File: src/rtl/poci_master_bridge.sv
// Bridges a single-outstanding core request/response port onto a POCI segment (SETUP -> ACCESS with wait states).
// Optional ACCESS watchdog: define POCI_TIMEOUT_EN to force an error completion after TIMEOUT wait cycles.
module poci_master_bridge #(
    parameter int ADDR_WIDTH = 12,
    parameter int DATA_WIDTH = 32,
    parameter int TIMEOUT    = 255
) (
    input  logic                  pclk,
    input  logic                  preset,
    input  logic                  req_valid,
    output logic                  req_ready,
    input  logic                  req_write,
    input  logic [ADDR_WIDTH-1:0] req_addr,
    input  logic [DATA_WIDTH-1:0] req_wdata,
    output logic                  resp_valid,
    output logic [DATA_WIDTH-1:0] resp_rdata,
    output logic                  resp_err,
    output logic                  psel,
    output logic                  penable,
    output logic                  pwrite,
    output logic [ADDR_WIDTH-1:0] paddr,
    output logic [DATA_WIDTH-1:0] pwdata,
    input  logic [DATA_WIDTH-1:0] prdata,
    input  logic                  pready,
    input  logic                  pslverr
);

    typedef enum logic [1:0] {
        ST_IDLE   = 2'd0,
        ST_SETUP  = 2'd1,
        ST_ACCESS = 2'd2
    } state_t;

    state_t                state_q, state_d;
    logic                  psel_q, psel_d;
    logic                  penable_q, penable_d;
    logic                  pwrite_q, pwrite_d;
    logic [ADDR_WIDTH-1:0] paddr_q, paddr_d;
    logic [DATA_WIDTH-1:0] pwdata_q, pwdata_d;
    logic                  resp_valid_q, resp_valid_d;
    logic [DATA_WIDTH-1:0] resp_rdata_q, resp_rdata_d;
    logic                  resp_err_q, resp_err_d;

`ifdef POCI_TIMEOUT_EN
    localparam logic [7:0] TIMEOUT_LAST = 8'(TIMEOUT - 1);
    logic [7:0] wait_cnt_q, wait_cnt_d;
`endif

    // Next-state and next-output decode for the transfer sequencer
    always_comb begin
        state_d      = state_q;
        psel_d       = psel_q;
        penable_d    = penable_q;
        pwrite_d     = pwrite_q;
        paddr_d      = paddr_q;
        pwdata_d     = pwdata_q;
        resp_valid_d = 1'b0;
        resp_rdata_d = resp_rdata_q;
        resp_err_d   = resp_err_q;
`ifdef POCI_TIMEOUT_EN
        wait_cnt_d   = wait_cnt_q;
`endif
        case (state_q)
            ST_IDLE: begin
                if (req_valid) begin
                    pwrite_d  = req_write;
                    paddr_d   = req_addr;
                    pwdata_d  = req_wdata;
                    psel_d    = 1'b1;
                    penable_d = 1'b0;
                    state_d   = ST_SETUP;
                end else begin
                    state_d   = ST_IDLE;
                end
            end
            ST_SETUP: begin
                penable_d = 1'b1;
                state_d   = ST_ACCESS;
`ifdef POCI_TIMEOUT_EN
                wait_cnt_d = 8'd0;
`endif
            end
            ST_ACCESS: begin
                // Read data is returned only for clean reads; writes and errors report zero
                if (pready) begin
                    state_d      = ST_IDLE;
                    psel_d       = 1'b0;
                    penable_d    = 1'b0;
                    resp_valid_d = 1'b1;
                    resp_err_d   = pslverr;
                    resp_rdata_d = (!pwrite_q && !pslverr) ? prdata : '0;
                end
`ifdef POCI_TIMEOUT_EN
                else if (wait_cnt_q == TIMEOUT_LAST) begin
                    state_d      = ST_IDLE;
                    psel_d       = 1'b0;
                    penable_d    = 1'b0;
                    resp_valid_d = 1'b1;
                    resp_err_d   = 1'b1;
                    resp_rdata_d = '0;
                end else begin
                    wait_cnt_d   = wait_cnt_q + 8'd1;
                end
`else
                else begin
                    state_d      = ST_ACCESS;
                end
`endif
            end
            default: begin
                state_d   = ST_IDLE;
                psel_d    = 1'b0;
                penable_d = 1'b0;
            end
        endcase
    end

    // State and registered-output update with asynchronous reset
    always_ff @(posedge pclk or posedge preset) begin
        if (preset) begin
            state_q      <= ST_IDLE;
            psel_q       <= 1'b0;
            penable_q    <= 1'b0;
            pwrite_q     <= 1'b0;
            paddr_q      <= '0;
            pwdata_q     <= '0;
            resp_valid_q <= 1'b0;
            resp_rdata_q <= '0;
            resp_err_q   <= 1'b0;
`ifdef POCI_TIMEOUT_EN
            wait_cnt_q   <= 8'd0;
`endif
        end else begin
            state_q      <= state_d;
            psel_q       <= psel_d;
            penable_q    <= penable_d;
            pwrite_q     <= pwrite_d;
            paddr_q      <= paddr_d;
            pwdata_q     <= pwdata_d;
            resp_valid_q <= resp_valid_d;
            resp_rdata_q <= resp_rdata_d;
            resp_err_q   <= resp_err_d;
`ifdef POCI_TIMEOUT_EN
            wait_cnt_q   <= wait_cnt_d;
`endif
        end
    end

    assign req_ready  = (state_q == ST_IDLE);
    assign psel       = psel_q;
    assign penable    = penable_q;
    assign pwrite     = pwrite_q;
    assign paddr      = paddr_q;
    assign pwdata     = pwdata_q;
    assign resp_valid = resp_valid_q;
    assign resp_rdata = resp_rdata_q;
    assign resp_err   = resp_err_q;

endmodule

File: config.mk
export PLATFORM = sky130hd
export DESIGN_NAME = poci_master_bridge
export DESIGN_NICKNAME = d
export VERILOG_FILES = /design/src/rtl/poci_master_bridge.sv
export SDC_FILE = /design/constraint.sdc
export NUM_CORES = 1
export LEC_CHECK = 0
export BUFFER_PORTS_ARGS = -buffer_cell sky130_fd_sc_hd__buf_2
export CAP_MARGIN = 25
export CORE_UTILIZATION = 25
export CTS_BUF_LIST = sky130_fd_sc_hd__clkbuf_8
export CTS_CLUSTER_SIZE = 40
export DETAILED_ROUTE_END_ITERATION = 16
export PLACE_DENSITY = 0.49
export SLEW_MARGIN = 20
export SYNTH_ARGS = -nofsm -noshare
export SYNTH_HDL_FRONTEND = slang
export SYNTH_SLANG_ARGS = --single-unit
File: constraint.sdc
create_clock -name pclk -period 4.7 [get_ports pclk]
set_input_delay 0.47 -clock pclk [delete_from_list [all_inputs] [get_ports pclk]]
set_output_delay 0.47 -clock pclk [all_outputs]
set_load 0.03 [all_outputs]
Word level (Yosys, flattened, before mapping)
Cells that the tools add are included.
{"block": "totals", "ff_bits": 83, "latch_bits": 0, "mem_bits_rw": 0, "rom_bits": 0, "mem_count": 0}
{"block": "op_classes", "n_addsub": 0, "n_mul": 0, "div": 0, "order_cmp": 0, "n_eq_ne": 4, "n_shift": 0, "n_mux": 11, "n_bitwise": 1, "n_reduce_logical": 8}
{"cell": "$mux W32", "n": 1}
{"cell": "$mux W1", "n": 6}
{"cell": "$pmux W1 S3", "n": 2}
{"cell": "$pmux W2 S3", "n": 1}
{"cell": "$reduce_and A2 Y1", "n": 3}
{"cell": "$ne A2 B2 Y1 const B", "n": 2}
{"cell": "$reduce_and A3 Y1", "n": 1}
{"cell": "$eq A2 B1 Y1 const B", "n": 1}
{"cell": "$eq A2 B2 Y1 const B", "n": 1}
{"cell": "$logic_not A1 Y1", "n": 2}
{"cell": "$logic_not A2 Y1", "n": 1}
{"cell": "$mux W2", "n": 1}
{"cell": "$logic_and A1 B1 Y1", "n": 1}
{"cell": "$not A1 Y1", "n": 1}

Depth between registers and ports, before layout
Gate-level depths: netlist of run 1.
{"block": "logic_depth", "word_depth": 3, "depth_mapped": 6, "mapped_depth_nobuf": 3}

Least setup slack after synthesis of run 1
Ideal clock, no wire load.
{"block": "synth_timing", "path_kind": "input to register", "start": "input port req_valid", "end": "register paddr_q[0] (netlist: paddr[0])", "setup_time_ns": 0.125, "arrival_time_ns": 1.396, "required_ns": 4.575, "path_slack_ns": 3.179, "path_stages": 4, "path_cell_list": "inv_1 -> nor3_4 -> buf_6 -> mux2_2"}
{"block": "synth_between", "elab_chain_len": 1}
{"element": "start: declaration", "line_no": "10", "text": "input logic req_valid,"}
{"element": "$reduce_and A2 Y1 (no line)"}
{"element": "end signal: assignment", "line_no": "138", "text": "paddr_q <= paddr_d;"}
{"element": "end: declaration", "line_no": "38", "text": "logic [ADDR_WIDTH-1:0] paddr_q, paddr_d;"}
No other way between the ends.
A chain may end at the register's enable or synchronous reset.

Worst setup path after layout of run 1
{"block": "layout_timing", "start": "register state_q[1]", "end": "register resp_rdata_q[3] (netlist: resp_rdata[3])"}
{"block": "layout_between", "elab_chain_len": 2}
{"element": "start: declaration", "line_no": "34", "text": "state_t state_q, state_d;"}
{"element": "start signal: assignment", "line_no": "134", "text": "state_q <= state_d;"}
{"element": "$eq A2 B2 Y1", "line_no": "63", "text": "case (state_q)"}
{"element": "$reduce_and A2 Y1 (no line)"}
{"element": "end signal: assignment", "line_no": "141", "text": "resp_rdata_q <= resp_rdata_d;"}
{"element": "end: declaration", "line_no": "41", "text": "logic [DATA_WIDTH-1:0] resp_rdata_q, resp_rdata_d;"}
No other way between the ends.

==> run metrics, run 1 <==
top-area cell type share of the netlist area 0.6505; largest net degree at the start of global routing 44; slowest stage delay, CP around 630 ps; Peak VDD IR between 0.2 and 0.3 mV; Tmin final 1985 ps; GR Util All Layers 0.1134; Final Hold Slack 210.4 ps; FF+latch count, synth 83; DP Wirelength between 5000 and 6000 um; # hold bufs at CTS 0; first-pass GRT wire length approximately 11000 um; per-cell routed wire length between 10 and 15 um; Critical Path AT approximately 2200 ps; hold crit path type input pin to asynchronous set/reset pin; fmax between 500 and 600 MHz; Final Max Slew Viols 0; setup TNS 0 ps; area delta synth->final 36.05%; Ant. Diodes 0; TritonRoute pass-1 iters 5; Leakage ~2.2 nW; Syn. warnings 0; Cell Chain, Critical Path nand3b_1, buf_4, nand2_1, o21ai_0; Avg Vias per Cell between 4 and 5; CTS resizes 0; Die Area about 0.013 mm^2; iteration-0 DRC count of the detailed router between 80 and 90; Post-synth EDFFs 0; Final Cycle Share 0.4224; synth cell count leaders dfrtp_1 (83), nand2_1 (65), mux2_2 (44); Avg Inst Size Synth roughly 12 um^2; post-synthesis sequential area ratio 0.6505; top-level port count about 160; final WL ~7300 um; max_slew headroom 0.4473; Final Hold Fails 0; synthesized area about 0.0032 mm^2; ranking of synthesized cells by area dfrtp_1 (65%), mux2_2 (16%), nand2_1 (7.6%); crit path max-delay cell type nand3b_1; Post-Syn Instances approximately 260; Port Buffers between 150 and 200; Clock Pin Slew Worst Setup and Hold Paths roughly 90 ps; vias in the first global route about 2.4k; GR Overflow Total 0; Max Cap Violations 0; cell row count 40; CTS root buf clkbuf_8; worst skew pair latency approximately 350 ps; Placeable Area ~0.012 mm^2; htree depth 3; clock sinks 83; Finished Core Util 0.3557; cell with the most instances after synthesis dfrtp_1; CTS tree built; outcome finished clean; RSZ-0062 raised after global routing false; Initial Util 0.2615; Synth Net Count approximately 340; Nets slightly above 500; layout cells sized above 1 0.5365; critical path fanouts, max 43; die width ~120 um; deepest clock path buffer count 2; Setup Viol. Count Final 0; Die H 115.0 um; Setup crit start kind register; Top FF cell, synth dfrtp_1; worst setup skew after layout 11.96 ps; DRC 0; Synth area leader dfrtp_1; setup ws final 2715 ps; Place WS around 2600 ps; total power around 3.4 mW; Async SR Flop Fraction 1.000; ANT nets after route 0; Req. time, crit path about 4900 ps; via count 2415; worst slew pin tran 826.6 ps; Crit. End Element register; WS Path Type register to register; Post-CTS Setup Bufs 0; initial antenna violation count 0; Power per Cell Area between 700 and 800 mW/mm^2; cts bufs inserted 9; GPL Wtd Cong between 0.6 and 0.7; Netlist cell types 17
[cell type report]
class                   count  area (um^2)
clock buffers               9        123.9
multi-input cells         153        996.0
flip-flops and latches     83         2077
inverters                   6        23.77
clock inverters             6        60.06
repair buffers            168        853.3
well taps                 168        210.2
fillers                  1291         7868
[worst paths after layout]
| kind | endpoint | cells past startpoint | startpoint | slack (ps) |
|---|---|---|---|---|
| min in group pclk | paddr[2] | 2 | req_addr[2] | 330 |
| setup / recovery | resp_rdata[3] | 4 | state_q[1] | 2710 |
| hold reg to reg | resp_rdata[20] | 2 | resp_rdata[20] | 480 |
| setup reg to reg | resp_rdata[3] | 4 | state_q[1] | 2710 |
| max in group asynchronous | pwdata[3] | 3 | preset | 3490 |
| hold / removal | resp_rdata[21] | 2 | preset | 210 |
[stage by stage]
| stage | instance area, um^2 | cells |
|---|---|---|
| after global placement | 4160 | 578 |
| after global routing | 4344 | 593 |
| after detailed placement | 4160 | 578 |
| after floorplan | 3193 | 257 |
| final | 4344 | 593 |
| after CTS | 4344 | 593 |
[flip-flops by register name (all words and copies together), names as in the netlist]
register / cells
pwdata: 32
resp_valid: 1
penable: 1
pwrite: 1
state_q: 2
resp_rdata: 32
resp_err: 1
paddr: 12
psel: 1
[worst max-delay path: cells and delay by family, from the launching register on]
family                 cells  cell delay, ps
buffers and inverters      1             510
flip-flops                 1             510
AO/OA/AOI/OAI              1              80
AND/OR/NAND/NOR            2             730
[routing by layer]
metal	vias up	part of all wire	track usage	routed length, um
met1	1147	0.44	0.1365	3180
met5	-	0	0	0
met2	84	0.48	0.1819	3521
li1	1176	-	-	-
met4	0	0.015	0.05714	106
met3	8	0.065	0.03743	470
[placed cells by master (no fill, tap or decap)]
master	synthesis	final
nand3b_1	1	1
buf_4	0	5
nand2_1	65	65
mux2_1	2	2
nor3_4	1	1
o32ai_1	1	1
inv_1	6	7
a21oi_1	1	1
o2bb2ai_1	1	1
mux2_2	44	44
o22ai_1	1	1
clkinvlp_4	0	3
o21ai_0	33	33
bufinv_16	0	1
nand2b_1	1	1
buf_2	5	163
nor2_2	0	1
clkbuf_8	0	9
nor2_1	2	1
clkinv_2	0	1
dfrtp_1	83	83
[report_power, final]
group / switching [mW] / total [mW] / internal, mW
clock: 0.251 / 0.490 / 0.239
combinational: 1.13 / 1.67 / 0.541
sequential: 0.181 / 1.25 / 1.07
total: 1.57 / 3.42 / 1.85
[logic make-up (layout without fill, tap and decap cells)]
kind of cell           Yosys count  after routing  share of synthesized area
AOI/OAI and AO/OA               37             37                    0.06074
buffers and inverters           21            189                    0.03840
muxes                           46             46                     0.1622
and+or+nand+nor                 70             70                    0.08817
DFF                             83             83                     0.6505
(Power assumes the default switching activity.)
==> run 2: changes to the inputs <==
--- a/config.mk
+++ b/config.mk
@@ -11,7 +11,7 @@
 export CTS_BUF_LIST = sky130_fd_sc_hd__clkbuf_8
 export CTS_CLUSTER_SIZE = 40
 export DETAILED_ROUTE_END_ITERATION = 16
-export PLACE_DENSITY = 0.49
+export PLACE_DENSITY = 0.51
 export SLEW_MARGIN = 20
 export SYNTH_ARGS = -nofsm -noshare
 export SYNTH_HDL_FRONTEND = slang
==> constraint.sdc (replaced) <==
create_clock -name pclk -period 1.6 [get_ports pclk]
set_input_delay 0.16 -clock pclk [delete_from_list [all_inputs] [get_ports pclk]]
set_output_delay 0.16 -clock pclk [all_outputs]
set_load 0.03 [all_outputs]
==> run 2 against run 1 <==
Combinational power rose to 3.0 times the previous value. Critical path depth down 1. Via count up 1.1%. Fmax up 36%. Cell count up 1.5%. Sequential power rose to 2.9 times the previous value. Global-route usage up 0.29 points. Utilization up 1.0 points. Clock skew down 7.4 ps. Critical endpoint is now pwdata[6]. Largest power group unchanged.
==> run metrics, run 2 (synthesis results as in run 1) <==
outcome finished clean; Max Cap Violations 0 (unchanged); Setup crit start kind register; Critical R2R Launch state_q[1]; GR Util All Layers 0.1163 (+0.002857); WS Path Type register to register; GR Overflow Total 0 (unchanged); most frequent cells in the layout buf_2 (163), dfrtp_1 (83), nand2_1 (65); R2R setup slack 140 ps (-2580 ps); per-cell routed wire length 12.03 um (-2.0%); crit path max-delay cell type dfrtp_1; htree depth 3 (unchanged); commonest non-fill, non-tap cell in the layout buf_2; Placeable Area 0.01221 mm^2 (unchanged); via count 2441 (+1.1%); CTS root buf clkbuf_8; Final Hold Fails 0 (unchanged); hold depth 2; final WL 7241 um (-0.52%); R2R depth 3 (-1); non-filler instance count after layout 602 (+1.5%); Worst Hold End paddr[10]; Place WS 137.6 ps (-2459 ps); Final Max Slew Viols 0 (unchanged); Final Cycle Share 0.9154 (+0.4930); cell row count 40 (unchanged); GPL Wtd Cong 0.6812 (+2.4%); initial antenna violation count 0 (unchanged); Die Area 0.01323 mm^2 (unchanged); Initial Util 0.2615 (unchanged); RSZ-0062 raised after global routing false; r2r endpoint pwdata[6]; Die H 115.0 um (unchanged); worst skew pair latency 350 ps (about the same); fmax 682.7 MHz (+36%); Finished Core Util 0.3660 (+0.01025); iteration-0 DRC count of the detailed router 100 (+18%); Req. time, crit path 1840 ps (-3080 ps); Leakage 2.228 nW (+2.4%); layout cells sized above 1 0.5346 (-0.001908); setup ws final 135.3 ps (-2579 ps); Port Buffers 163 (unchanged); Nets 511 (+1.6%); first-pass GRT wire length 11740 um (+3.1%); Tmin final 1465 ps (-520.6 ps); ANT nets after route 0 (unchanged); Ant. Diodes 0 (unchanged); launch point of the worst hold path req_addr[10]; Final Cell Area 0.004469 mm^2 (+2.9%); Setup Viol. Count Final 0 (unchanged); clock sinks 83 (unchanged); vias in the first global route 2433 (+2.5%); worst slew pin tran 437.6 ps (-389.0 ps); Post-CTS Setup Bufs 0 (unchanged); critical path fanouts, max 23 (-47%); area delta synth->final 39.97%; DP Wirelength 5145 um (-1.6%); die width 115.0 um (unchanged); Clock Pin Slew Worst Setup and Hold Paths 80 ps (about the same); Crit. End Element register; Power per Cell Area 2253 mW/mm^2 (+190%); worst setup skew after layout 4.587 ps (-7.374 ps); slowest stage delay, CP 470 ps (-160 ps); CTS resizes 0 (unchanged); setup TNS 0 ps (unchanged); cts bufs inserted 9 (unchanged); DRC 0 (unchanged); Critical Path AT 1700 ps (-500 ps); top-level port count 164 (unchanged); max_slew headroom 0.7083 (+0.2610); deepest clock path buffer count 2 (unchanged); Avg Vias per Cell 4.055 (-0.43%); TritonRoute pass-1 iters 4 (-1); Cell Chain, Critical Path nor3_4, buf_12, mux2_2; CTS tree built; hold crit path type input pin to register; DP Area 0.004220 mm^2 (+1.4%); largest net degree at the start of global routing 84 (+91%); placed cells 579 (+0.17%); Peak VDD IR 0.8263 mV (+230%)
==> run 2: cell types whose count changed in the layout (fill, tap and decap cells not counted), sizes merged <==
cell	previous run	this run
clkinvlp	3	2
dlygate4sd3	0	7
bufinv	1	0
buf	168	169
clkbuf	9	11
clkinv	1	4
inv	7	5
==> run 2: metrics by stage <==
| stage | power, mW | hold WS [ps] |
|---|---|---|
| floorplan | 7.253 | 267.3 |
| global placement | 8.708 | 318.4 |
| detailed placement | 8.813 | 332.1 |
| CTS | 10.25 | 0.5959 |
| global route | 10.75 | 1.384 |
| finish | 10.07 | 31.59 |
==> run 2: how the worst max path moves through the flow <==
stage          startpoint  cells after the start         end
2_1_floorplan  state_q[1]                      4    paddr[0]
3_3_place_gp   state_q[1]                      3  pwdata[21]
3_5_place_dp   state_q[1]                      3   pwdata[6]
4_1_cts        state_q[1]                      3   pwdata[6]
5_1_grt        state_q[1]                      3  pwdata[15]
6_report       state_q[1]                      3   pwdata[6]
==> run 2: routing by layer <==
metal,share of wire,up-vias,track usage
met5,0,-,0
met4,0.024,0,0.07013
met3,0.069,12,0.03795
met2,0.48,90,0.1863
met1,0.43,1141,0.1359
li1,-,1198,-
==> run 2: power breakdown <==
group	switching (mW)	internal, mW
sequential	0.531	3.14
combinational	3.36	1.67
clock	0.731	0.637
==> run 2: timing repair <==
action / in CTS / in global routing
setup endpoints to repair: 0 / 0
hold buffers: 7 / 0
endpoints found under the hold margin: 89 / 0
==> run 2: critical path: cells and delay by family (launching register included) <==
kind	cells	cell delay [ps]
buffers and inverters	1	210
DFF	1	470
muxes	1	350
and+or+nand+nor	1	300
==> run 2: area by class of cell <==
type	count	area, um^2
fillers	1287	7742
flip-flops and latches	83	2077
multi-input cells	153	996.0
repair buffers	176	980.9
well taps	168	210.2
clock buffers	11	151.4
clock inverters	5	27.53
inverters	6	26.28
